`config.mk`:
```
export PLATFORM = sky130hd
export DESIGN_NAME = comma_wide_flat
export DESIGN_NICKNAME = d
export VERILOG_FILES = /design/src/rtl/forthsuper_pkg.sv /design/src/rtl/mb8_io.sv /design/src/rtl/comma_bsel.sv /design/src/rtl/comma_wide.sv /design/src/flat_wrapper.sv
export SDC_FILE = /design/constraint.sdc
export NUM_CORES = 1
export LEC_CHECK = 0
export BUFFER_PORTS_ARGS = -buffer_cell sky130_fd_sc_hd__buf_2
export CORE_ASPECT_RATIO = 0.6
export CORE_MARGIN = 5
export CORE_UTILIZATION = 50
export DETAILED_ROUTE_END_ITERATION = 8
export PLACE_DENSITY = 0.73
export SYNTH_ARGS = -nofsm -noshare
export SYNTH_HDL_FRONTEND = slang
export SYNTH_SLANG_ARGS = --single-unit
```
`constraint.sdc`:
```
create_clock -name clk -period 4.3 [get_ports clk]
set_input_delay 0 -clock clk [delete_from_list [all_inputs] [get_ports clk]]
set_output_delay 0 -clock clk [all_outputs]
set_load 0.02 [all_outputs]
```
`src/rtl/forthsuper_pkg.sv`:
```
// Shared types for the forthsuper dictionary/compiler blocks.
// Holds the comma_wide state and mode encodings plus the mode-to-byte-count helper.
package forthsuper_pkg;

    typedef enum logic [1:0] {
        CW_IDLE = 2'd0,
        CW_WR   = 2'd1,
        CW_DONE = 2'd2
    } comma_wide_sts;

    typedef enum logic [1:0] {
        CW_B1  = 2'd0,
        CW_B2  = 2'd1,
        CW_B4  = 2'd2,
        CW_PAD = 2'd3
    } comma_mode;

    // Byte count for the value-storing modes; PAD is sized from the address instead.
    function automatic logic [2:0] mode_bytes(input comma_mode m);
        case (m)
            CW_B1:   return 3'd1;
            CW_B2:   return 3'd2;
            CW_B4:   return 3'd4;
            default: return 3'd0;
        endcase
    endfunction

endpackage

```
`src/rtl/mb8_io.sv`:
```
// Byte-wide memory bus: write enable, address, write data and read data.
// The master drives we/ai/vi; vo flows back from the memory.
interface mb8_io #(parameter int ASZ = 17);

    logic           we;
    logic [ASZ-1:0] ai;
    logic [7:0]     vi;
    logic [7:0]     vo;

    modport master (output we, output ai, output vi);
    modport slave  (input we, input ai, input vi, output vo);

endinterface

```
`src/rtl/comma_bsel.sv`:
```
// Combinational byte-lane select: returns byte k of a little-endian data word.
// Lanes beyond the word width read as zero.
module comma_bsel #(
    parameter int DSZ = 32
) (
    input  logic [DSZ-1:0] data,
    input  logic [2:0]     k,
    output logic [7:0]     lane
);

    logic [DSZ-1:0] shifted;

    assign shifted = data >> {k, 3'b000};
    assign lane    = shifted[7:0];

endmodule

```
`src/rtl/comma_wide.sv`:
```
// Appends a 1/2/4-byte value, or zero-fill up to an ALN boundary, at HERE,
// one byte per clock over an mb8_io master, then reports the updated HERE.
module comma_wide #(
    parameter int DSZ = 32,
    parameter int ASZ = 17,
    parameter int ALN = 4
) (
    input  logic           clk,
    input  logic           rst,
    mb8_io.master          mb_if,
    input  logic           start,
    input  logic [1:0]     mode,
    input  logic [ASZ-1:0] ai,
    input  logic [DSZ-1:0] vi,
    output logic [ASZ-1:0] here_o,
    output logic           bsy,
    output logic           done,
    output logic           err,
    output logic [1:0]     st
);

    import forthsuper_pkg::*;

    localparam logic [2:0] ALN_MASK  = 3'(ALN - 1);
    localparam logic [2:0] ALN_LOW   = 3'(ALN);
    localparam logic [5:0] DSZ_BITS  = 6'(DSZ);

    comma_wide_sts  state, state_nxt;
    comma_mode      mode_e;
    logic [ASZ-1:0] addr_q;
    logic [DSZ-1:0] data_q;
    logic           pad_q;
    logic [2:0]     n_q, k_q;

    logic           accept, reject, last;
    logic [2:0]     pad_gap, n_req;
    logic [2:0]     wr_k;
    logic [DSZ-1:0] wr_data;
    logic [ASZ-1:0] wr_addr;
    logic           wr_pad;
    logic [7:0]     lane;

    logic           we_nxt, bsy_nxt, done_nxt, err_nxt;
    logic [ASZ-1:0] ai_nxt, here_nxt;
    logic [7:0]     vi_nxt;

    assign mode_e  = comma_mode'(mode);
    assign accept  = start && (state != CW_WR);
    // Distance to the next boundary, modulo ALN (zero when already aligned).
    assign pad_gap = (ALN_LOW - (ai[2:0] & ALN_MASK)) & ALN_MASK;
    assign n_req   = (mode_e == CW_PAD) ? pad_gap : mode_bytes(mode_e);
    assign reject  = (mode_e != CW_PAD) && ({n_req, 3'b000} > DSZ_BITS);
    assign last    = (k_q == n_q - 3'd1);
    assign st      = state;

    // Byte 0 comes straight from the request inputs; later bytes from the latched copy.
    assign wr_k    = accept ? 3'd0 : k_q + 3'd1;
    assign wr_data = accept ? vi : data_q;
    assign wr_addr = accept ? ai : addr_q;
    assign wr_pad  = accept ? (mode_e == CW_PAD) : pad_q;

    comma_bsel #(.DSZ(DSZ)) u_bsel (
        .data (wr_data),
        .k    (wr_k),
        .lane (lane)
    );

    // NOTE: sequential state uses non-blocking assignments so every register samples pre-edge values.
    always_ff @(posedge clk or posedge rst) begin
        if (rst) state <= CW_IDLE;
        else     state <= state_nxt;
    end

    // NOTE: every always_comb output gets a default first so no path can infer a latch.
    always_comb begin
        state_nxt = CW_IDLE;
        case (state)
            CW_IDLE, CW_DONE: begin
                if (accept) state_nxt = (reject || n_req == 3'd0) ? CW_DONE : CW_WR;
            end
            CW_WR:   state_nxt = last ? CW_DONE : CW_WR;
            default: state_nxt = CW_IDLE;
        endcase
    end

    always_comb begin
        we_nxt   = 1'b0;
        bsy_nxt  = 1'b0;
        done_nxt = 1'b0;
        err_nxt  = 1'b0;
        ai_nxt   = mb_if.ai;
        vi_nxt   = mb_if.vi;
        here_nxt = here_o;
        case (state)
            CW_IDLE, CW_DONE: begin
                if (accept) begin
                    if (reject || n_req == 3'd0) begin
                        done_nxt = 1'b1;
                        err_nxt  = reject;
                        here_nxt = ai;
                    end else begin
                        we_nxt  = 1'b1;
                        bsy_nxt = 1'b1;
                        ai_nxt  = wr_addr + ASZ'(wr_k);
                        vi_nxt  = wr_pad ? 8'h00 : lane;
                    end
                end
            end
            CW_WR: begin
                if (last) begin
                    done_nxt = 1'b1;
                    here_nxt = addr_q + ASZ'(n_q);
                end else begin
                    we_nxt  = 1'b1;
                    bsy_nxt = 1'b1;
                    ai_nxt  = wr_addr + ASZ'(wr_k);
                    vi_nxt  = wr_pad ? 8'h00 : lane;
                end
            end
            default: ;
        endcase
    end

    always_ff @(posedge clk or posedge rst) begin
        if (rst) begin
            mb_if.we <= 1'b0;
            mb_if.ai <= '0;
            mb_if.vi <= 8'h00;
            bsy      <= 1'b0;
            done     <= 1'b0;
            err      <= 1'b0;
            here_o   <= '0;
            addr_q   <= '0;
            data_q   <= '0;
            pad_q    <= 1'b0;
            n_q      <= 3'd0;
            k_q      <= 3'd0;
        end else begin
            mb_if.we <= we_nxt;
            mb_if.ai <= ai_nxt;
            mb_if.vi <= vi_nxt;
            bsy      <= bsy_nxt;
            done     <= done_nxt;
            err      <= err_nxt;
            here_o   <= here_nxt;
            if (accept) begin
                addr_q <= ai;
                data_q <= vi;
                pad_q  <= (mode_e == CW_PAD);
                n_q    <= n_req;
                k_q    <= 3'd0;
            end else if (state == CW_WR) begin
                k_q    <= k_q + 3'd1;
            end
        end
    end

endmodule
```
`src/flat_wrapper.sv`:
```
// flat-port wrapper written by rule: the top's interface ports become plain ports
module comma_wide_flat import forthsuper_pkg::*;
#(
    parameter int DSZ = 32,
    parameter int ASZ = 17,
    parameter int ALN = 4
)
  (clk, rst, start, mode, ai, vi, here_o, bsy, done, err, st, mb_if_we, mb_if_ai, mb_if_vi);
  mb8_io #(.ASZ(ASZ)) mb_if_i ();
  input  logic clk;
  input  logic rst;
  input  logic start;
  input  logic [1:0] mode;
  input  logic [ASZ-1:0] ai;
  input  logic [DSZ-1:0] vi;
  output logic [ASZ-1:0] here_o;
  output logic bsy;
  output logic done;
  output logic err;
  output logic [1:0] st;
  output wire logic [$bits(mb_if_i.we)-1:0] mb_if_we;
  output wire logic [$bits(mb_if_i.ai)-1:0] mb_if_ai;
  output wire logic [$bits(mb_if_i.vi)-1:0] mb_if_vi;
  assign mb_if_we = mb_if_i.we;
  assign mb_if_ai = mb_if_i.ai;
  assign mb_if_vi = mb_if_i.vi;
  comma_wide #(.DSZ(DSZ), .ASZ(ASZ), .ALN(ALN)) u_core (.clk(clk), .rst(rst), .mb_if(mb_if_i), .start(start), .mode(mode), .ai(ai), .vi(vi), .here_o(here_o), .bsy(bsy), .done(done), .err(err), .st(st));
endmodule
```
### Word-level counts from Yosys, hierarchy flattened

Cells that the tools add are included.
Widths: inputs -> output; s select.

| word-level totals | value |
|---|---|
| flip-flop bits (word level) | 103 |
| bits of input ports | 54 |
| output and inout bits | 48 |
| word-level logic and storage cells | 79 |

| operators by class | value |
|---|---|
| add/subtract/negate cells | 5 |
| order comparisons | 1 |
| eq/ne operators | 13 |
| shifts and indexed selects | 1 |
| multiplexer cells | 36 |
| reductions and logical operators | 11 |

Operator list:

| kind | count |
|---|---|
| $mux 17 | 7 |
| $pmux 17 s2 | 2 |
| $add 17x3->17 | 2 |
| $mux 32 | 1 |
| $mux 8 | 4 |
| $shr 32x6->8 | 1 |
| $pmux 8 s2 | 1 |
| $mux 3 | 4 |
| $mux 1 | 10 |
| $pmux 3 s3 | 1 |
| $ne 2x1->1 const B | 4 |
| $reduce_and 4->1 | 2 |
| $eq 2x2->1 const B | 3 |
| $gt 6x6->1 const B | 1 |
| $mux 2 | 3 |
| $ne 2x2->1 const B | 3 |
| $eq 2x1->1 const B | 2 |
| $logic_not 2->1 | 2 |
| $pmux 1 s2 | 2 |
| $pmux 2 s2 | 1 |
| $reduce_bool 2->1 | 2 |
| $add 3x1->3 const B | 1 |
| $eq 3x3->1 | 1 |
| $logic_not 3->1 | 1 |
| other kinds (5) | 6 |

### Logic depth before layout (Yosys ltp)

Gate-level depths: netlist of the first run.

| depth | value |
|---|---|
| depth after elaboration | 9 |
| depth in mapped cells | 15 |
| mapped depth without buffers | 11 |

### By module

From an unflattened synthesis of the first run, not the netlist that was laid out.

| unflattened totals | value |
|---|---|
| cells, all modules | 570 |
| area, all modules | 5,271.3 µm² |

By module, submodules not included:

| module | times used | cells an instance | area each (µm²) | sequential area each (µm²) |
|---|---|---|---|---|
| comma_wide | 1 | 540 | 5,008.6 | 2,527.4 |
| comma_bsel | 1 | 30 | 262.8 | 0.0 |

### Worst setup path before layout of the first run

Ideal clock, no wire load.

| timing | value |
|---|---|
| path kind | reg-to-reg |
| start | register, netlist name u_core.mb_if.we |
| end | register u_core.mb_if.ai[7] |
| setup time | 125 ps |
| arrival | 3,319 ps |
| data required time | 4,175 ps |
| path slack | 856 ps |
| cell stages (with the launch flop) | 14 |
| path buffers | 3 |
| clock period less this slack | 3,444 ps |
| path through | dfrtp_1 > nor2b_4 > buf_6 > nor2_1 > buf_2 > buf_1 > nand2_1 > o21ai_0 > ha_1 > a21o_1 > a21oi_1 > a21oi_1 > xor2_1 > mux2_2 |

RTL lines:

| element | line | source |
|---|---|---|
| end signal, assigned | comma_wide.sv:140 | `mb_if.ai <= ai_nxt;` |
| end, declared | mb8_io.sv:10 | `modport master (output we, output ai, output vi);` |

==> run_results.csv, run 1 <==
group,metric,value,unit
run_status,status,"completed",
worst_hold_path,hold_class,"in2reg",
route,routedWlPerCell,18.6,um
die,initial_core_util,0.504,
sta,finalSetupViolCount,0,
setup_path,crit_cells,11,
global_routing,track_usage,0.249,
clocking,h-tree-depth,3,
yosys,syn_inst,548,
die,ioPinCount,102,
power,powerDensity,838,mW/mm^2
global_routing,grt.overflow.total,0,
clocking,worst_skew_pair.late_latency,350,ps
yosys,avgSynthCellArea,9.62,um^2
route,viasPerCell,5.65,
die,core_area,0.0105,mm^2
die,die_x,143,um
clocking,postCtsSetupBuffers,0,
sta,final-max-slew-violation-count,0,
setup_path,crit_buf_inv,1,
cells_and_area,final_cell_area,0.00665,mm^2
yosys,synth-main-ff-cell,"dfrtp_1",
setup_path,required,4540,ps
die,die_area,0.0128,mm^2
sta,fmax,287,MHz
cells_and_area,diodes,0,
clocking,root_buffer,"clkbuf_16",
die,fp.dieH,89.5,um
placed_design,placed_area,0.00587,mm^2
sta,period_needed,3490,ps
yosys,synthArstFlopShare,1.00,
yosys,ys_seq_elements,101,
sta,rsz0062_at_grt,"no",
setup_path,crit_type,"reg2reg",
cells_and_area,fin_util,0.637,
global_routing,grt_max_degree,65,
sta,whs,38.5,ps
sta,skew,6.72,ps
route,first_iter_violations,388,
power,total_power,0.00557,W
setup_path,cp_cell_sequence,"nor2b_4 -> nor2_4 -> buf_4 -> nand2_1 -> o21ai_0 -> ha_1 -> a21o_1 -> a21oi_1 -> a21oi_1 -> xor2_1 -> mux2_2",
cells_and_area,syn2layout_area_growth,26.2,%
route,vias,4670,
cells_and_area,mostFrequentLayoutCell,"nand2_1",
yosys,yosysWarnings,0,
clocking,cts_buffers,9,
yosys,yosysSeqAreaShare,0.479,
cells_and_area,nNetsFinal,747,
setup_path,critical-path-top-delay-family,"compound AO/OA/AOI/OAI gates",
yosys,synth_edf_count,0,
clocking,cts.sinks,101,
placed_design,io_buffers,101,
route,drt_pre_antenna_iters,5,
setup_path,crit_top_cell,"a21oi_1",
global_routing,grt_pass1_vias,4616,
cells_and_area,layout_common_cells,"nand2_1 (161), buf_2 (101), dfrtp_1 (101), dlygate4sd3_1 (46), o21ai_0 (39)",
sta,setup_tns,0,ps
setup_path,crit_arrival,3730,ps
yosys,syn_area,0.00527,mm^2
global_routing,grt_antenna_before_repair,0,
power,ir_worst_vdd,0.403,mV
cells_and_area,layout-drive-gt1-share,0.235,
yosys,synth_nets,612,
sta,worst-slew-pin-transition,1220,ps
setup_path,crit_path_end_kind,"flip-flop",
route,drc,0,
placed_design,dpl.hpwl,10900,um
setup_path,critPathMaxFanout,27,
clocking,cts_tree,"done",
yosys,synth.distinct_cells,55,
sta,fin_crit_sh,0.811,
route,wirelength,15300,um
route,ant_nets,0,
placed_design,gp_congestion,0.940,
setup_path,reg2regPathDepth,11,
setup_path,slowest_stage,"a21oi_1",
sta,max_slew_margin,0.182,
worst_hold_path,worstHoldPathCells,2,
die,rows,29,
run,max_cap_viol_count,0,
clocking,cts_resized,0,
clocking,clk_path_buf_depth,2,
global_routing,grt_pass1_wl,24400,um
sta,hold_viol,0,
clocking,path_clk_slew,70,ps
power,p_leak,3.22,nW
setup_path,crit_path_start_kind,"flip-flop",
setup_path,timing.critical_path.slowest_cell_delay,610,ps
power by group:
part / leakage [nW] / internal (W) / switching, W / total, W
clock: 0.150 / 0.000515 / 0.000373 / 0.000887
sequential: 1.25 / 0.00142 / 0.000357 / 0.00178
combinational: 1.82 / 0.00114 / 0.00177 / 0.00291
total: 3.22 / 0.00307 / 0.00250 / 0.00557
sequential cells by signal (all words and copies together), names as in the netlist:
register and flops:
u_core.k_q 3, u_core.pad_q 1, u_core.data_q 32, u_core.mb_if.vi 8, u_core.err 1, u_core.mb_if.we 1
u_core.done 1, u_core.n_q 3, u_core.mb_if.ai 17, u_core.here_o 17, u_core.addr_q 17
kinds of logic (layout without fill, tap and decap cells):
group | count (synthesis) | after routing | share of synthesized area
AND/OR/NAND/NOR | 229 | 229 | 0.192
AO/OA/AOI/OAI | 107 | 107 | 0.133
flip-flops | 101 | 101 | 0.479
buffers and inverters | 42 | 182 | 0.0385
multiplexers | 34 | 34 | 0.0869
XOR/XNOR | 24 | 24 | 0.0427
adder cells (fa/ha/maj) | 10 | 10 | 0.0266
other | 1 | 1 | 0.000711
synth_stat cells (3+ instances only):
master	n	area, um^2
nand3_1	10	50.1
nor3_1	12	60.1
nor2_1	11	41.3
xnor2_1	16	140
o21ai_0	39	195
buf_1	7	26.3
ha_1	8	100
mux4_2	8	180
a22oi_1	4	30.0
mux2i_1	12	120
mux2_2	14	158
and4_1	3	26.3
nor2b_1	3	18.8
a21oi_1	20	100
o21a_1	5	37.5
inv_1	8	30.0
a21o_1	7	52.6
and2_1	4	25.0
clkbuf_1	6	22.5
buf_4	6	45.0
or3_1	4	25.0
dfrtp_1	101	2530
xor2_1	7	61.3
o31ai_1	10	75.1
and3_1	6	37.5
nand4_1	4	25.0
o31ai_2	3	37.5
buf_2	12	60.1
nand2_1	162	608
a31oi_1	3	18.8
stage by stage:
step / std cells / setup WS (ps)
final: 827 / 813
after global routing: 827 / 557
after CTS: 827 / 844
after detailed placement: 765 / 871
after global placement: 765 / 1030
after floorplan: 548 / 856
metal layers:
metal,up-vias,track usage,part of all wire
li1,2159,-,-
met5,-,0,0
met3,25,0.0818,0.11
met2,235,0.350,0.43
met1,2251,0.370,0.45
met4,0,0.0690,0.013
worst paths after layout:
kind / from / end / slack [ps]
worst min register to register: u_core.data_q[26] / u_core.data_q[26] / 470
worst max register to register: u_core.mb_if.we / u_core.mb_if.ai[7] / 810
worst min-delay path: ai[10] / u_core.addr_q[10] / 40
worst max-delay path: u_core.mb_if.we / u_core.mb_if.ai[7] / 810
max in group asynchronous: rst / u_core.addr_q[8] / 2910
min in group asynchronous: rst / u_core.data_q[29] / 340
area by class of cell:
class / count / area (um^2)
Inverter: 10 / 40.0
Multi-Input combinational cell: 405 / 2560
Tap cell: 139 / 174
Clock inverter: 6 / 92.6
Timing Repair Buffer: 156 / 1030
Sequential cell: 101 / 2530
Clock buffer: 10 / 229
Fill cell: 844 / 3800
repair_timing:
action | in CTS | in global routing
hold endpoints to repair | 113 | 0
hold buffers | 46 | 0
endpoints found under the setup margin | 0 | 0
No activity file was read; power rests on OpenSTA's default activity.
==> run 2, diff against run 1 <==
==> constraint.sdc (replaced) <==
create_clock -name clk -period 3.3 [get_ports clk]
set_input_delay 0 -clock clk [delete_from_list [all_inputs] [get_ports clk]]
set_output_delay 0 -clock clk [all_outputs]
set_load 0.02 [all_outputs]
==> run 2 against run 1 <==
Compared with the run above:
- register-to-register slack lost 410 ps
- total power increased by 29%
- via count is 0.15% higher
- sequential power is 30% higher
- clock power grew 15%
- setup slack lost 410 ps
- sequential share of layout area is essentially flat
- largest cell class unchanged
- largest power group unchanged
==> run_results.csv, run 2 (synthesized netlist as in run 1, its figures left out) <==
group,metric,value,unit
sta,max_slew_margin,0.186,
die,rows,29,
setup_path,critPathMaxFanout,8,
sta,skew,5.93,ps
clocking,postCtsSetupBuffers,0,
route,first_iter_violations,453,
placed_design,dpl.hpwl,10800,um
cells_and_area,mostFrequentLayoutCell,"nand2_1",
setup_path,timing.critical_path.slowest_cell_delay,500,ps
cells_and_area,final_cell_area,0.00666,mm^2
worst_hold_path,hold_class,"in2reg",
global_routing,grt.overflow.total,0,
cells_and_area,layout-drive-gt1-share,0.238,
clocking,cts.sinks,101,
setup_path,cp_cell_sequence,"nor2b_4 -> nor2_4 -> o21ai_0 -> ha_1 -> a21o_1 -> a21oi_2 -> a21oi_1 -> xor2_1 -> mux2_2",
sta,period_needed,2900,ps
cells_and_area,nNetsFinal,752,
cells_and_area,diodes,0,
route,vias,4677,
power,p_leak,3.22,nW
route,routedWlPerCell,18.0,um
placed_design,placed_area,0.00591,mm^2
clocking,path_clk_slew,70,ps
route,drt_pre_antenna_iters,5,
sta,final-max-slew-violation-count,0,
sta,hold_viol,0,
die,core_area,0.0105,mm^2
setup_path,crit_type,"reg2reg",
setup_path,crit_buf_inv,0,
global_routing,grt_antenna_before_repair,0,
cells_and_area,largest_register,"u_core.data_q",
setup_path,crit_path_start_kind,"flip-flop",
route,wirelength,15000,um
placed_design,gp_congestion,0.955,
die,ioPinCount,102,
sta,fmax,345,MHz
power,ir_worst_vdd,0.581,mV
sta,setup_tns,0,ps
cells_and_area,layout_common_cells,"nand2_1 (161), buf_2 (101), dfrtp_1 (101), dlygate4sd3_1 (47), o21ai_0 (39)",
global_routing,grt_pass1_wl,24100,um
clocking,cts_buffers,9,
run_status,status,"completed",
sta,finalSetupViolCount,0,
route,viasPerCell,5.63,
power,total_power,0.00718,W
setup_path,required,3530,ps
clocking,cts_tree,"done",
sta,rsz0062_at_grt,"no",
cells_and_area,syn2layout_area_growth,26.3,%
setup_path,crit_arrival,3130,ps
clocking,root_buffer,"clkbuf_16",
cells_and_area,largest_reg_flops,32,
route,ant_nets,0,
clocking,cts_resized,0,
setup_path,slowest_stage,"dfrtp_1",
clocking,postCtsHoldBufs,47,
clocking,clk_path_buf_depth,2,
global_routing,track_usage,0.244,
die,die_x,143,um
power,powerDensity,1080,mW/mm^2
placed_design,io_buffers,101,
clocking,h-tree-depth,3,
setup_path,critical-path-top-delay-family,"compound AO/OA/AOI/OAI gates",
die,die_area,0.0128,mm^2
setup_path,crit_path_end_kind,"flip-flop",
sta,fin_crit_sh,0.879,
route,drc,0,
global_routing,grt_pass1_vias,4533,
global_routing,grt_max_degree,71,
sta,worst-slew-pin-transition,1220,ps
die,fp.dieH,89.5,um
die,initial_core_util,0.504,
clocking,worst_skew_pair.late_latency,340,ps
run,max_cap_viol_count,0,
## run 2: cell types whose count changed in the layout (fill, tap and decap cells not counted), sizes merged
cell | previous run | this run
dlygate4sd3 | 46 | 47
inv | 12 | 10
clkinv | 0 | 1
bufinv | 2 | 1
buf | 110 | 114
clkbuf | 10 | 11
## run 2: worst register-to-register path, stage by stage (launching register included)
cell and delay (ps):
dfrtp_1 500, nor2b_4 240, nor2_4 50, o21ai_0 490, ha_1 350, a21o_1 190
a21oi_2 410, a21oi_1 120, xor2_1 170, mux2_2 260
## run 2: path summary, 6_finish.rpt
check	from	to	slack [ps]	cells after the start
min reg2reg	u_core.mb_if.ai[12]	u_core.mb_if.ai[12]	470	2
max reg2reg	u_core.mb_if.we	u_core.mb_if.ai[7]	400	9
min	ai[10]	u_core.here_o[10]	50	3
min in group asynchronous	rst	u_core.mb_if.ai[8]	380	3
max in group asynchronous	rst	u_core.here_o[8]	2120	4
max	u_core.mb_if.we	u_core.mb_if.ai[7]	400	9
## run 2: stage by stage
| stage | setup slack [ps] | hold slack, ps | utilization | std cells |
|---|---|---|---|---|
| after floorplan | 45.6 | 105 | - | 548 |
| after global placement | 719 | 190 | 0.565 | 769 |
| after detailed placement | 455 | 196 | 0.565 | 769 |
| after CTS | 436 | 6.06 | 0.637 | 831 |
| after global routing | 228 | 22.5 | 0.637 | 831 |
| final | 399 | 45.0 | 0.637 | 831 |
## run 2: area by class of cell
cell class,count,area [um^2]
clock inverters,4,50.0
repair buffers,161,1070
inverters,10,40.0
well taps,139,174
clock buffers,11,233
flip-flops and latches,101,2530
multi-input cells,405,2560
fillers,874,3790
## run 2: metal layers
metal | global-route usage | vias to the layer above | part of all wire
li1 | - | 2181 | -
met1 | 0.368 | 2234 | 0.47
met2 | 0.346 | 239 | 0.41
met3 | 0.0732 | 23 | 0.11
met4 | 0.0561 | 0 | 0.015
met5 | 0 | - | 0
## run 2: power by group
group	total (W)	switching (W)	internal, W
Sequential	0.00231	0.000462	0.00185
Clock	0.00102	0.000442	0.000583
Combinational	0.00384	0.00233	0.00152
==> run 3, diff against run 2 <==
--- a/config.mk
+++ b/config.mk
@@ -8,9 +8,8 @@
 export BUFFER_PORTS_ARGS = -buffer_cell sky130_fd_sc_hd__buf_2
 export CORE_ASPECT_RATIO = 0.6
 export CORE_MARGIN = 5
-export CORE_UTILIZATION = 50
+export CORE_UTILIZATION = 41
 export DETAILED_ROUTE_END_ITERATION = 8
-export PLACE_DENSITY = 0.73
 export SYNTH_ARGS = -nofsm -noshare
 export SYNTH_HDL_FRONTEND = slang
 export SYNTH_SLANG_ARGS = --single-unit
==> constraint.sdc (replaced) <==
create_clock -name clk -period 2.5 [get_ports clk]
set_input_delay 0 -clock clk [delete_from_list [all_inputs] [get_ports clk]]
set_output_delay 0 -clock clk [all_outputs]
set_load 0.02 [all_outputs]
==> run 3 against run 2 <==
Compared with the run above:
- flip-flop and latch count is the same
- total power grew 39%
- clock skew is essentially flat
- global-route usage shrank 3.3 points
- combinational power grew 40%
- non-clock buffer count grew 9
- fmax grew 22%
- clock power grew 53%
- sequential share of layout area shrank 1.3 points
- worst hold slack lost 22 ps
- count of clock-buffer cells in the layout shrank 1
- largest cell class unchanged
- highest routed layer unchanged
==> run_results.csv, run 3 (synthesized netlist as in run 1, its figures left out) <==
group,metric,value,unit
route,routedWlPerCell,18.2,um
cells_and_area,largest_register,"u_core.data_q",
placed_design,gp_congestion,0.941,
cells_and_area,layout-drive-gt1-share,0.276,
sta,hold_viol,0,
setup_path,reg2regPathDepth,7,
clocking,cts.sinks,101,
setup_path,crit_path_start_kind,"flip-flop",
clocking,path_clk_slew,70,ps
setup_path,crit_arrival,2620,ps
cells_and_area,fill_cells,1146,
sta,fmax,419,MHz
cells_and_area,final_cell_area,0.00691,mm^2
cells_and_area,layout_common_cells,"nand2_1 (160), buf_2 (101), dfrtp_1 (99), dlygate4sd3_1 (44), o21ai_0 (38)",
sta,skew,5.66,ps
setup_path,r2r_start,"u_core.n_q[1]",
sta,period_needed,2390,ps
cells_and_area,nNetsFinal,761,
global_routing,grt_pass1_wl,25400,um
global_routing,grt_pass1_vias,4617,
worst_hold_path,hold_class,"in2reg",
cells_and_area,syn2layout_area_growth,31.0,%
route,ant_nets,0,
global_routing,met3_usage,0.0748,
power,ir_worst_vdd,0.602,mV
sta,worst-slew-pin-transition,555,ps
worst_hold_path,min_to,"u_core.addr_q[2]",
placed_design,io_buffers,101,
placed_design,dp_slack,118,ps
setup_path,critical-path-top-delay-family,"XOR/XNOR gates",
setup_path,timing.critical_path.slowest_cell_delay,420,ps
worst_hold_path,min_from,"ai[2]",
cells_and_area,mostFrequentLayoutCell,"nand2_1",
setup_path,cp_cell_sequence,"inv_1 -> ha_1 -> xor3_1 -> o311a_1 -> nor2_2 -> inv_2 -> mux2_2",
clocking,cts_tree,"done",
clocking,worst_skew_pair.late_latency,350,ps
cells_and_area,largest_reg_flops,32,
global_routing,grt_use_met1,0.336,
sta,layout_setup_ws,113,ps
cells_and_area,register_area,0.00253,mm^2
global_routing,grt_antenna_before_repair,0,
route,first_iter_violations,390,
placed_design,placed_cells,811,
global_routing,grt_max_degree,43,
worst_hold_path,worstHoldPathCells,3,
setup_path,required,2740,ps
die,initial_core_util,0.414,
setup_path,rr_endpoint,"u_core.mb_if.ai[3]",
global_routing,grtUsageMet2,0.274,
clocking,cts_buffers,9,
setup_path,r2r_slack,110,ps
setup_path,crit_buf_inv,2,
clocking,root_buffer,"clkbuf_16",
global_routing,track_usage,0.211,
die,ioPinCount,102,
run_status,status,"completed",
placed_design,placed_area,0.00612,mm^2
run,max_cap_viol_count,0,
setup_path,crit_type,"reg2reg",
sta,fin_crit_sh,0.955,
power,p_leak,3.31,nW
global_routing,grt.overflow.total,0,
die,core_area,0.0127,mm^2
die,die_area,0.0153,mm^2
sta,rsz0062_at_grt,"no",
cells_and_area,diodes,0,
setup_path,crit_path_end_kind,"flip-flop",
power,powerDensity,1440,mW/mm^2
die,fp.dieH,97.8,um
route,drt_pre_antenna_iters,5,
clocking,h-tree-depth,3,
die,die_x,156,um
route,vias,4688,
setup_path,slowest_stage,"xor3_1",
sta,finalSetupViolCount,0,
cells_and_area,multiInputGateArea,0.00263,mm^2
sta,final-max-slew-violation-count,0,
route,wirelength,15800,um
sta,max_slew_margin,0.630,
route,drc,0,
route,viasPerCell,5.38,
die,rows,32,
placed_design,dpl.hpwl,11700,um
setup_path,critPathMaxFanout,7,
cells_and_area,fin_util,0.542,
clocking,clk_path_buf_depth,2,
global_routing,grt.busiest_layer,"met1",
cells_and_area,fin_cells,872,
## run 3: what timing repair did
item	4_1_cts	5_1_grt
buffers inserted	0	1
hold endpoints to repair	70	0
hold buffers	44	0
setup endpoints to repair	0	2
resized for setup	0	1
## run 3: metrics by stage
step / TNS, ps / total power (W) / hold WS (ps)
after global placement: 0 / 0.00819 / 83.6
after global routing: 0 / 0.0107 / 15.1
after floorplan: -467 / 0.00677 / 105
after detailed placement: 0 / 0.00830 / 82.9
final: 0 / 0.00996 / 22.5
after CTS: 0 / 0.00994 / 5.64
## run 3: cell type report
class | count | share of cell area
repair buffers | 170 | 0.168
clock buffers | 10 | 0.0346
well taps | 170 | 0.0308
clock inverters | 6 | 0.0136
multi-input cells | 405 | 0.381
flip-flops and latches | 101 | 0.366
inverters | 10 | 0.00598
## run 3: worst register-to-register path, cell delays in order (launching register included)
cell     delay [ps]
dfrtp_1         410
inv_1           110
ha_1            200
xor3_1          420
o311a_1         400
nor2_2          270
inv_2           170
mux2_2          300
## run 3: how the worst max path moves through the flow
stage / startpoint / endpoint / slack [ps] / cells after the start
3_3_place_gp: u_core.n_q[0] / u_core.mb_if.ai[3] / 190 / 7
4_1_cts: u_core.n_q[1] / u_core.mb_if.ai[8] / 120 / 7
3_5_place_dp: u_core.mb_if.we / u_core.mb_if.ai[6] / 120 / 11
5_1_grt: u_core.mb_if.we / u_core.mb_if.ai[7] / 5 / 10
6_report: u_core.n_q[1] / u_core.mb_if.ai[3] / 110 / 7
2_1_floorplan: u_core.done / u_core.mb_if.ai[16] / -110 / 14
## run 3: power breakdown
part | total [W] | switching [W] | internal [W] | leakage, nW
sequential | 0.00304 | 0.000598 | 0.00244 | 1.25
combinational | 0.00537 | 0.00314 | 0.00223 | 1.90
clock | 0.00156 | 0.000642 | 0.000914 | 0.160
total | 0.00996 | 0.00438 | 0.00559 | 3.31
## run 3: layer usage
metal | vias to the layer above | wire [um]
met3 | 19 | 1570
met4 | 0 | 148
li1 | 2193 | -
met2 | 202 | 6200
met5 | - | 0
met1 | 2274 | 7920
